===== src/rtl/mips_pkg.sv =====
// Shared fetch/decode types: FSM states, IF/ID payload struct and PC constants.
package mips_pkg;

    localparam int          INSTR_W = 32;
    localparam logic [31:0] PC_STEP = 32'd4;

    typedef enum logic [1:0] {
        IDLE,
        RUN,
        HALTED
    } fetch_state_t;

    typedef struct packed {
        logic               valid;
        logic [INSTR_W-1:0] instr;
        logic [31:0]        pc;
        logic [31:0]        pc_plus4;
    } if_id_t;

    // Instruction memory is word-aligned; low address bits are discarded.
    function automatic logic [31:0] align_pc(input logic [31:0] addr);
        return {addr[31:2], 2'b00};
    endfunction

endpackage


===== src/rtl/if_id_reg.sv =====
// IF/ID pipeline register. Priority: flush > load > drop (clear valid only) > hold.
module if_id_reg
    import mips_pkg::*;
(
    input  logic   clk,
    input  logic   resetN,
    input  logic   load,
    input  logic   flush,
    input  logic   drop,
    input  if_id_t next,
    output if_id_t q
);

    // NOTE: sequential state uses non-blocking (<=) so every register samples pre-edge values.
    always_ff @(posedge clk or negedge resetN) begin
        if (!resetN) begin
            q <= '0;
        end else if (flush) begin
            q.valid <= 1'b0;
            q.instr <= '0;
        end else if (load) begin
            q <= next;
        end else if (drop) begin
            q.valid <= 1'b0;
        end
    end

endmodule


===== src/rtl/fetch_unit.sv =====
// Instruction fetch stage: owns the PC, drives instruction memory and fills IF/ID.
module fetch_unit
    import mips_pkg::*;
#(
    parameter int          MEM_SIZE = 256,
    parameter logic [31:0] RESET_PC = 32'h0000_0000
) (
    input  logic               clk,
    input  logic               resetN,
    output logic [31:0]        imem_addr,
    input  logic [INSTR_W-1:0] imem_data,
    input  logic               stall,
    input  logic               redirect_valid,
    input  logic [31:0]        redirect_target,
    output logic               if_id_valid,
    output logic [INSTR_W-1:0] if_id_instr,
    output logic [31:0]        if_id_pc,
    output logic [31:0]        if_id_pc_plus4,
    output logic               halted,
    output logic               misalign_err,
    output logic [31:0]        fetch_count
);

    localparam logic [31:0] LAST_PC = 32'(MEM_SIZE - 4);

    fetch_state_t state;
    logic [31:0]  pc;
    logic         rf_load;
    logic         rf_flush;
    logic         rf_drop;
    if_id_t       rf_next;
    if_id_t       rf_q;

    assign imem_addr = pc;

    // NOTE: every always_comb output gets a default first so no latch is inferred.
    always_comb begin
        rf_load  = 1'b0;
        rf_flush = 1'b0;
        rf_drop  = 1'b0;
        unique case (state)
            RUN: begin
                if (redirect_valid)  rf_flush = 1'b1;
                else if (!stall)     rf_load  = 1'b1;
            end
            HALTED: begin
                if (redirect_valid)  rf_flush = 1'b1;
                else if (!stall)     rf_drop  = 1'b1;
            end
            default: ;
        endcase
    end

    assign rf_next = '{valid: 1'b1, instr: imem_data, pc: pc, pc_plus4: pc + PC_STEP};

    always_ff @(posedge clk or negedge resetN) begin
        if (!resetN) begin
            state        <= IDLE;
            pc           <= RESET_PC;
            halted       <= 1'b0;
            misalign_err <= 1'b0;
            fetch_count  <= '0;
        end else begin
            unique case (state)
                IDLE: state <= RUN;
                RUN: begin
                    if (redirect_valid) begin
                        pc <= align_pc(redirect_target);
                        if (redirect_target[1:0] != 2'b00) misalign_err <= 1'b1;
                    end else if (!stall) begin
                        fetch_count <= fetch_count + 32'd1;
                        // >= also catches redirect targets that land beyond the memory.
                        if (pc >= LAST_PC) begin
                            state  <= HALTED;
                            halted <= 1'b1;
                        end else begin
                            pc <= pc + PC_STEP;
                        end
                    end
                end
                HALTED: begin
                    if (redirect_valid) begin
                        state  <= RUN;
                        halted <= 1'b0;
                        pc     <= align_pc(redirect_target);
                        if (redirect_target[1:0] != 2'b00) misalign_err <= 1'b1;
                    end
                end
                default: state <= IDLE;
            endcase
        end
    end

    if_id_reg u_if_id_reg (
        .clk    (clk),
        .resetN (resetN),
        .load   (rf_load),
        .flush  (rf_flush),
        .drop   (rf_drop),
        .next   (rf_next),
        .q      (rf_q)
    );

    assign if_id_valid    = rf_q.valid;
    assign if_id_instr    = rf_q.instr;
    assign if_id_pc       = rf_q.pc;
    assign if_id_pc_plus4 = rf_q.pc_plus4;

endmodule


===== config.mk =====
export PLATFORM = sky130hd
export DESIGN_NAME = fetch_unit
export DESIGN_NICKNAME = d
export VERILOG_FILES = /design/src/rtl/mips_pkg.sv /design/src/rtl/if_id_reg.sv /design/src/rtl/fetch_unit.sv
export SDC_FILE = /design/constraint.sdc
export NUM_CORES = 1
export LEC_CHECK = 0
export CORE_MARGIN = 1.5
export CORE_UTILIZATION = 48
export CTS_CLUSTER_DIAMETER = 30
export DETAILED_ROUTE_END_ITERATION = 8
export HOLD_SLACK_MARGIN = 0.15
export PLACE_DENSITY_LB_ADDON = 0.12
export SYNTH_ARGS = -nofsm -noshare
export SYNTH_HDL_FRONTEND = slang
export SYNTH_HIERARCHICAL = 1
export SYNTH_SLANG_ARGS = --single-unit
export TNS_END_PERCENT = 50

===== constraint.sdc =====
create_clock -name clk -period 2.7 [get_ports clk]
set_clock_uncertainty 0.2 [all_clocks]
set_input_delay 0.27 -clock clk [delete_from_list [all_inputs] [get_ports clk]]
set_output_delay 0.27 -clock clk [all_outputs]
set_load 0.05 [all_outputs]

==> results.tsv <==
metric	value	unit
max-cap violation count	0	
final worst path period share	94.56	%
CTS tree	built	
Seq/Total Area, Yosys	49.95	%
Setup Viol. Count Final	0	
HPWL after detailed placement	15.76	mm
Nets	1007	
Die X	133.4	µm
setup TNS	0	ps
main combinational cell family by area after synthesis	multiplexers	
WHS	195.5	ps
Worst setup SP type	flop	
WP data arrival	2670	ps
Post-synth EDFFs	0	
static leakage	4.931	nW
fmax	391.7	MHz
I/O Pins	231	
largest net degree at the start of global routing	64	
CTS Buf Count	17	
proportion of layout cells with a drive suffix above 1	17.44	%
mux cell area share after synthesis	16.56	%
R2R depth	6	
Peak VDD IR	1.006	mV
CTS clk-pin slew, worst paths	60	ps
H-Tree Depth	4	
clk buf depth	2	
endpoints failing hold	0	
async set-reset flop share out of synthesis	100.0	%
crit path time final	2553	ps
Clock Latency Late Sink	430	ps
First DRT Iteration DRCs	434	
postcts setup bufs	0	
wire per inst	18.80	µm
number of global-route vias before repair	6495	
main flop type after synthesis	dfrtp_1	
Post-Syn Area	0.008165	mm²
power per standard cell area	1394	mW/mm²
initial antenna violation count	0	
Synth Area in Compound Gates	7.570	%
Post-Synth Adder-Cell Area	0.9194	%
input/output buffers	228	
yosys synthesis warning count	6	
max-slew violations	0	
RSZ-0062 raised after global routing	false	
GRT Total Usage	25.06	%
Slew @ Worst Pin	668.1	ps
Area Growth Syn to Fin	39.06	%
Starting Density	49.24	%
CTS sink count	163	
number of cell rows	47	
DRT Pass-1 Iters	5	
Post-Synth Simple-Gate Area	12.27	%
Req. time, crit path	2820	ps
WS Path Type	reg -> reg	
vias per cell	5.406	
post-synthesis register bit count	163	
Mapped Cells	703	
Worst setup EP type	flop	
syn_area_per_cell	11.61	µm²
synth unique cells	52	
Rel. slew slack	55.41	%
crit path max fanout	10	
status	completed	
die area	0.01780	mm²
first-pass GRT wire length	35.00	mm
total routed wirelength	21.92	mm
ANT nets after route	0	
antenna cells	0	
CORE AREA	0.01658	mm²
HP Class	in -> async	
xor/xnor share of the synthesized area	6.114	%
Die H	133.4	µm
Remaining DRCs	0	
grt total ovfl	0	
Placer Congestion	0.8934	
Root Buffer	clkbuf_16	
total number of vias	6303	
[final timing paths]
kind                                  from           endpoint  slack (ps)
min                                 resetN  u_if_id_reg/q[32]         200
max                           imem_addr[2]  u_if_id_reg/q[26]         150
min reg2reg                fetch_count[31]    fetch_count[31]         270
min in group clk             imem_data[13]  u_if_id_reg/q[77]         250
max reg2reg                   imem_addr[2]  u_if_id_reg/q[26]         150
max in group asynchronous           resetN      imem_addr[12]        1390
[registers in the layout, summed over array words and instances (netlist names)]
signal / cells
fetch_count: 32
halted: 1
imem_addr: 30
misalign_err: 1
state: 2
u_if_id_reg/q: 97
[cells in the final DEF, fill, tap and decap left out, drive strengths merged, types with 6 or more instances in the layout]
cell type      synthesis  final
clkdlybuf4s50          0    227
dfrtp                163    163
mux2                  70     70
nor2                  61     61
buf                   52     52
nand2                 42     42
mux2i                 38     38
xnor2                 36     36
xor2                  21     21
nand3                 21     21
clkbuf                22     20
o22ai                 17     17
o2bb2ai               17     17
and3                  16     16
nand4                 13     13
nor3                  13     13
inv                   11     12
a22oi                 11     11
o21ai                 11     11
nor4                  10     10
conb                   2      7
and2                   6      6
a22o                   6      6
ha                     6      6
clkinv                 0      6
[power by group]
part | switching, W | internal [W] | total (W)
Sequential | 0.000608 | 0.00338 | 0.00399
Clock | 0.00101 | 0.00162 | 0.00264
Combinational | 0.00572 | 0.00347 | 0.00920
Total | 0.00734 | 0.00848 | 0.0158
[synth_stat cells, drive strengths merged, types with 5 or more instances]
| master | n | area [µm²] |
|---|---|---|
| a21oi | 5 | 25.02 |
| a22o | 6 | 52.55 |
| a22oi | 11 | 82.58 |
| and2 | 6 | 37.54 |
| and3 | 16 | 100.1 |
| and4 | 5 | 43.79 |
| buf | 52 | 406.6 |
| clkbuf | 22 | 83.83 |
| dfrtp | 163 | 4079 |
| ha | 6 | 75.07 |
| inv | 11 | 41.29 |
| mux2 | 70 | 972.2 |
| mux2i | 38 | 380.4 |
| nand2 | 42 | 157.7 |
| nand3 | 21 | 117.6 |
| nand4 | 13 | 81.33 |
| nor2 | 61 | 229.0 |
| nor3 | 13 | 65.06 |
| nor4 | 10 | 77.57 |
| o21ai | 11 | 55.05 |
| o22ai | 17 | 106.4 |
| o2bb2ai | 17 | 148.9 |
| xnor2 | 36 | 315.3 |
| xor2 | 21 | 183.9 |
[what timing repair did]
| action | CTS | global route |
|---|---|---|
| gates resized for setup | 0 | 1 |
| hold buffers | 1 | 0 |
| endpoints found under the setup margin | 0 | 1 |
| hold endpoints to repair | 128 | 0 |
[layer usage]
metal  wire length (µm)  share of wire, %  GRT usage, %  vias to the layer above
met5                  0                 0             0                        -
met4                594               2.7         10.81                        0
met3               1385               6.3         6.126                       40
met2              10410                48         39.64                      266
met1               9523                43         32.97                     3093
li1                   -                 -             -                     2904
[cells by family after synthesis]
group | after synthesis
DFF | 163
muxes | 108
other | 2
adders and majority gates | 6
buffers and inverters | 85
AOI/OAI and AO/OA | 84
xor gates and xnor gates | 57
and+or+nand+nor | 198
[area by class of cell]
class / count / area (µm²)
fill: 1205 / 5229
tap: 220 / 275.3
clock buffer: 20 / 466.7
clock inverter: 12 / 177.7
sequential: 163 / 4079
multi-input combinational: 460 / 3588
timing repair buffer: 280 / 2726
inverter: 11 / 41.29
[critical path, stage by stage, from the launching register on]
cell	delay [ps]
dfrtp_1	390
ha_1	220
nand3_1	120
or4_4	610
nor3_1	470
xor2_1	140
mux2_4	280
[metrics by stage]
stage	std cells	worst slack, ps	power [W]	util [%]	area (µm²)
final	1166	147.0	0.01583	68.47	11350
after global routing	1166	3.790	0.01652	68.47	11350
after CTS	1166	161.7	0.01586	68.45	11350
after detailed placement	1133	93.25	0.01316	64.51	10700
after global placement	1133	166.2	0.01299	64.51	10700
after floorplan	708	270.0	0.01031	-	8184
No activity file was read; power rests on OpenSTA's default activity.
